**src/rtl/buzzer_player.sv**
```systemverilog
// buzzer_player: walks a fixed note table and drives the buzzer tone generator (buzz_en/tone).
// Define PLAYER_LOOP_EN to add a `loop` input that restarts the song from DONE instead of idling.
module buzzer_player #(
  parameter int BEAT_CYC = 1_500_000,
  parameter int GAP_CYC  = 120_000,
  parameter int SONG_LEN = 32,
  parameter int ADDR_W   = 5
) (
  input  logic              clk,
  input  logic              rst,
  input  logic              start,
  input  logic              stop,
`ifdef PLAYER_LOOP_EN
  input  logic              loop,
`endif
  output logic              busy,
  output logic              done,
  output logic              buzz_en,
  output logic [4:0]        tone,
  output logic [ADDR_W-1:0] note_idx
);

  localparam int BEAT_W = (BEAT_CYC > 1) ? $clog2(BEAT_CYC) : 1;
  localparam int GAP_W  = $clog2(GAP_CYC + 1);

  localparam logic [BEAT_W-1:0] BEAT_LAST = BEAT_W'(BEAT_CYC - 1);
  // The FETCH cycle of the next note is the last silent cycle, so GAP itself runs GAP_CYC-1 cycles.
  localparam logic [GAP_W-1:0]  GAP_LAST  = GAP_W'((GAP_CYC > 1) ? GAP_CYC - 2 : 0);
  localparam logic [ADDR_W-1:0] LAST_IDX  = ADDR_W'(SONG_LEN - 1);
  localparam logic [4:0]        TONE_END  = 5'd31;

  localparam logic [2:0] S_IDLE  = 3'd0;
  localparam logic [2:0] S_FETCH = 3'd1;
  localparam logic [2:0] S_PLAY  = 3'd2;
  localparam logic [2:0] S_GAP   = 3'd3;
  localparam logic [2:0] S_DONE  = 3'd4;

  // Entry layout is {tone[4:0], dur[2:0]}; everything past the melody is the end marker.
  function automatic logic [7:0] note_rom(input logic [ADDR_W-1:0] a);
    logic [31:0] ai;
    ai = 32'(a);
    case (ai)
      32'd0, 32'd1: note_rom = {5'd8, 3'd0};
      32'd2, 32'd3: note_rom = {5'd12, 3'd0};
      32'd4, 32'd5: note_rom = {5'd13, 3'd0};
      32'd6:        note_rom = {5'd12, 3'd1};
      32'd7:        note_rom = {5'd0, 3'd0};
      default:      note_rom = {TONE_END, 3'd0};
    endcase
  endfunction

  function automatic logic audible(input logic [4:0] t);
    audible = (t >= 5'd1) && (t <= 5'd21);
  endfunction

  logic [2:0]        r_state;
  logic [BEAT_W-1:0] r_beat_cnt;
  logic [2:0]        r_beat_num;
  logic [GAP_W-1:0]  r_gap_cnt;
  logic [2:0]        r_dur;

  logic [7:0] w_entry;
  logic [4:0] w_tone;
  logic [2:0] w_dur;
  logic       w_last;
  logic       w_loop;

  assign w_entry = note_rom(note_idx);
  assign w_tone  = w_entry[7:3];
  assign w_dur   = w_entry[2:0];
  assign w_last  = (note_idx == LAST_IDX);

`ifdef PLAYER_LOOP_EN
  assign w_loop = loop;
`else
  assign w_loop = 1'b0;
`endif

  always_ff @(posedge clk) begin
    if (r_state == S_FETCH) r_dur <= w_dur;
  end

  always_ff @(posedge clk or posedge rst) begin
    if (rst) begin
      r_state    <= S_IDLE;
      busy       <= 1'b0;
      done       <= 1'b0;
      buzz_en    <= 1'b0;
      tone       <= 5'd0;
      note_idx   <= '0;
      r_beat_cnt <= '0;
      r_beat_num <= 3'd0;
      r_gap_cnt  <= '0;
    end else begin
      done <= 1'b0;
      if (stop && (r_state != S_IDLE)) begin
        // Abort: note_idx is left where it stopped for debug visibility.
        r_state    <= S_IDLE;
        busy       <= 1'b0;
        buzz_en    <= 1'b0;
        r_beat_cnt <= '0;
        r_beat_num <= 3'd0;
        r_gap_cnt  <= '0;
      end else begin
        case (r_state)
          S_IDLE: begin
            if (start && !stop) begin
              r_state  <= S_FETCH;
              note_idx <= '0;
              busy     <= 1'b1;
            end
          end
          S_FETCH: begin
            if (w_tone == TONE_END) begin
              r_state <= S_DONE;
              done    <= 1'b1;
            end else begin
              r_state    <= S_PLAY;
              tone       <= w_tone;
              buzz_en    <= audible(w_tone);
              r_beat_cnt <= '0;
              r_beat_num <= 3'd0;
            end
          end
          S_PLAY: begin
            if (r_beat_cnt == BEAT_LAST) begin
              r_beat_cnt <= '0;
              if (r_beat_num == r_dur) begin
                r_beat_num <= 3'd0;
                buzz_en    <= 1'b0;
                if (GAP_CYC > 1) begin
                  r_state <= S_GAP;
                end else begin
                  r_state <= w_last ? S_DONE : S_FETCH;
                  done    <= w_last;
                  if (!w_last) note_idx <= note_idx + 1'b1;
                end
              end else begin
                r_beat_num <= r_beat_num + 3'd1;
              end
            end else begin
              r_beat_cnt <= r_beat_cnt + 1'b1;
            end
          end
          S_GAP: begin
            if (r_gap_cnt == GAP_LAST) begin
              r_gap_cnt <= '0;
              r_state   <= w_last ? S_DONE : S_FETCH;
              done      <= w_last;
              if (!w_last) note_idx <= note_idx + 1'b1;
            end else begin
              r_gap_cnt <= r_gap_cnt + 1'b1;
            end
          end
          S_DONE: begin
            if (w_loop) begin
              r_state  <= S_FETCH;
              note_idx <= '0;
            end else begin
              r_state <= S_IDLE;
              busy    <= 1'b0;
            end
          end
          default: begin
            r_state <= S_IDLE;
            busy    <= 1'b0;
            buzz_en <= 1'b0;
          end
        endcase
      end
    end
  end

endmodule

```
**config.mk**
```make
export PLATFORM = sky130hd
export DESIGN_NAME = buzzer_player
export DESIGN_NICKNAME = d
export VERILOG_FILES = /design/src/rtl/buzzer_player.sv
export SDC_FILE = /design/constraint.sdc
export NUM_CORES = 1
export LEC_CHECK = 0
export BUFFER_PORTS_ARGS = -buffer_cell sky130_fd_sc_hd__buf_2
export CAP_MARGIN = 15
export CELL_PAD_IN_SITES_DETAIL_PLACEMENT = 0
export CELL_PAD_IN_SITES_GLOBAL_PLACEMENT = 1
export CORE_AREA = 2 2 87 89
export DETAILED_ROUTE_END_ITERATION = 16
export DIE_AREA = 0 0 89 91
export PLACE_DENSITY_LB_ADDON = 0.1
export SLEW_MARGIN = 20
export SYNTH_ARGS = -nofsm -noshare
export SYNTH_HDL_FRONTEND = slang
export SYNTH_SLANG_ARGS = --single-unit
```
**constraint.sdc**
```tcl
create_clock -name clk -period 2.4 [get_ports clk]
set_clock_uncertainty 0.15 [all_clocks]
set_input_delay 0.6 -clock clk [delete_from_list [all_inputs] [get_ports clk]]
set_output_delay 0.6 -clock clk [all_outputs]
set_load 0.02 [all_outputs]
```
==> flow_metrics.tcl <==
set metrics [dict create \
    crit_type "reg2reg" \
    clkTransAtPathRegs_ns 0.07 \
    yosysSeqAreaShare_pct 44.02 \
    comb_power_share_pct 31.3 \
    fin_tns_setup_ns 0 \
    post_drt_wl_per_cell_um 14.54 \
    p_per_area_nw_per_um2 754.5 \
    clk_path_buf_depth 2 \
    relSlewSlack_pct 72.45 \
    multi_input_area_um2 1680 \
    synthMuxAreaShare_pct 0.9619 \
    avgSynthCellArea_um2 8.861 \
    start_util_pct 45.56 \
    synth_top_area_cell "dfrtp_1" \
    power.share.clock_pct 30.9 \
    route.vias.total 2810 \
    drt_iter0_drc 68 \
    synth-simple-area-share_pct 27.20 \
    die_height_um 91 \
    cts.repair.resized 0 \
    dp_slack_ns 0.1267 \
    cts-root-buf "clkbuf_8" \
    hold_buffers 0 \
    route.detailed.drc 0 \
    p_leak_uw 0.001631 \
    ys_ff_latch 57 \
    io_pins 17 \
    cts_buffers 9 \
    cts_tree "built" \
    layout.nets 412 \
    crit_path_start_kind "flop" \
    port_buffers 16 \
    worst_r2r_path_depth 6 \
    synth_edf_count 1 \
    grt_pass1_vias 2569 \
    die-area_um2 8099 \
    critPathArrivalTime_ns 2.30 \
    drt-total-wl_mm 7.330 \
    hp-class "in2async" \
    grt_util_all_layers_pct 19.96 \
    layout-drive-gt1-share_pct 16.79 \
    synth_top_area_share_pct 43.09 \
    ant_nets 0 \
    gp_congestion 0.8008 \
    grt_max_degree 41 \
    cp.required_ns 2.47 \
    maxCapViolCount 0 \
    layout_setup_ws_ns 0.1673 \
    fill_cells 714 \
    final.min_clock_period_ns 2.233 \
    cts.sinks 57 \
    status "finished, final reports clean" \
    tightest_slew_ns 0.4126 \
    endpoint_kind "flop" \
    grt_pass1_wl_mm 12.68 \
    die_w_um 89 \
    finalPower_uw 2863 \
    rsz0062_at_grt "false" \
    coreArea_um2 7137 \
    synth_xor_area_share_pct 1.347 \
    synth_fa_ha_area_share_pct 3.078 \
    synth_fp_nets 379 \
    yosysWarningCount 0 \
    grt-ovfl-total 0 \
    synth_most_common_cell "dfrtp_1" \
    p_sw_share_pct 33.95 \
    synthToLayoutAreaGrowth_pct 16.70 \
    synth_cell_type_count 55 \
    max_freq_mhz 447.9 \
    internal_power_uw 1891 \
    cp_max_fo 12 \
    finalCritPeriodShare_pct 93.03 \
    ir_worst_vdd_v 0.0004275 \
    synth_cells 367 \
    async_flop_share_pct 98.25 \
    cts_setup_buffers 0 \
    insertion_delay_ns 0.33 \
    diodes 0 \
    dr.pass1.iters 4 \
    htreeDepth 3 \
    row_count 31 \
    seq_power_share_pct 37.8 \
    antenna_found_initial 0 \
    seqCellArea_um2 1431 \
    synth_flop_cell "dfrtp_1" \
    synth_area_leaders "dfrtp_1 (43%), nand2_1 (4.6%), o21ai_0 (4.6%)" \
    finalSetupViolations 0 \
    dp_hpwl_mm 5.083 \
    slew_viol_final 0 \
    vias_per_cell 5.575 \
    syn_area_um2 3252 \
    yosys-top-cells-count "dfrtp_1 (56), nand2_1 (40), o21ai_0 (30)" \
    synth-compound-area-share_pct 18.47 \
    synth_top_family_by_area "simple AND/OR/NAND/NOR gates" \
    p_switching_uw 972.1 \
    hold_viol 0 \
]
-- power by group through the flow --
| stage | clock network [uW] | logic, uW | registers, uW |
|---|---|---|---|
| 2_1_floorplan | 0 | 587 | 1090 |
| 4_1_cts | 911 | 887 | 1080 |
| 3_5_place_dp | 0 | 882 | 1100 |
| 3_3_place_gp | 0 | 879 | 1100 |
| 6_report | 886 | 896 | 1080 |
| 5_1_grt | 958 | 995 | 1090 |
-- sequential cells by signal (all words and copies together) (netlist names) --
signal / count
r_dur: 1
busy: 1
done: 1
r_state: 3
r_beat_cnt: 21
note_idx: 5
r_beat_num: 3
buzz_en: 1
tone: 4
r_gap_cnt: 17
-- per-stage QoR --
stage	utilization (%)	hold WS, ns	std cells	cell area [um^2]
after floorplan	-	0.3105	367	3252
after global placement	50.33	0.3072	488	3592
after detailed placement	50.33	0.3148	488	3592
after CTS	52.98	0.1019	504	3781
after global routing	53.17	0.1242	504	3795
final	53.17	0.1051	504	3795
-- per-layer routing --
metal | routed length, um | track usage [%] | vias up
li1 | - | - | 1403
met1 | 3567 | 28.31 | 1337
met2 | 3405 | 30.10 | 56
met3 | 205 | 3.273 | 14
met4 | 152 | 8.209 | 0
met5 | 0 | 0 | -
-- worst max-delay path: stages, from the launching register on --
cell and delay [ns]:
dfrtp_1 0.40, or4b_4 0.55, nor4_4 0.37, buf_12 0.17, or2_4 0.20, o21bai_1 0.09, a21o_1 0.18
-- final timing paths --
path                                    from              to  slack (ns)
worst max-delay path            r_gap_cnt[6]    r_gap_cnt[9]        0.17
worst min-delay path                     rst  r_beat_cnt[13]        0.11
worst max register to register  r_gap_cnt[6]    r_gap_cnt[9]        0.17
worst min register to register       tone[2]         tone[2]        0.33
max in group asynchronous                rst   r_gap_cnt[11]        1.44
min in group clk                     tone[2]         tone[2]        0.33
-- placed cells by master, fill, tap and decap left out, types with 10 or more instances in the layout --
master	count
buf_2	16
inv_1	17
buf_4	19
or3_1	13
clkbuf_8	10
dfrtp_1	56
o21ai_1	13
a21oi_1	18
nand3_1	20
nand2_1	40
nor2_1	19
nor3_1	17
nand4_1	11
o21ai_0	29
-- final cells by class --
class	count	area share [%]
Clock buffer	13	3.924
Sequential cell	57	37.72
Inverter	18	1.780
Timing Repair Buffer	39	7.979
Clock inverter	3	1.055
Multi-Input combinational cell	275	44.28
Tap cell	99	3.264
-- kinds of logic after synthesis --
logic type / Yosys count
buffers and inverters: 35
XOR/XNOR: 5
AND/OR/NAND/NOR: 162
AO/OA/AOI/OAI: 97
flip-flops: 57
multiplexers: 3
adder cells (fa/ha/maj): 8
Power figures use the tool's default switching activity.
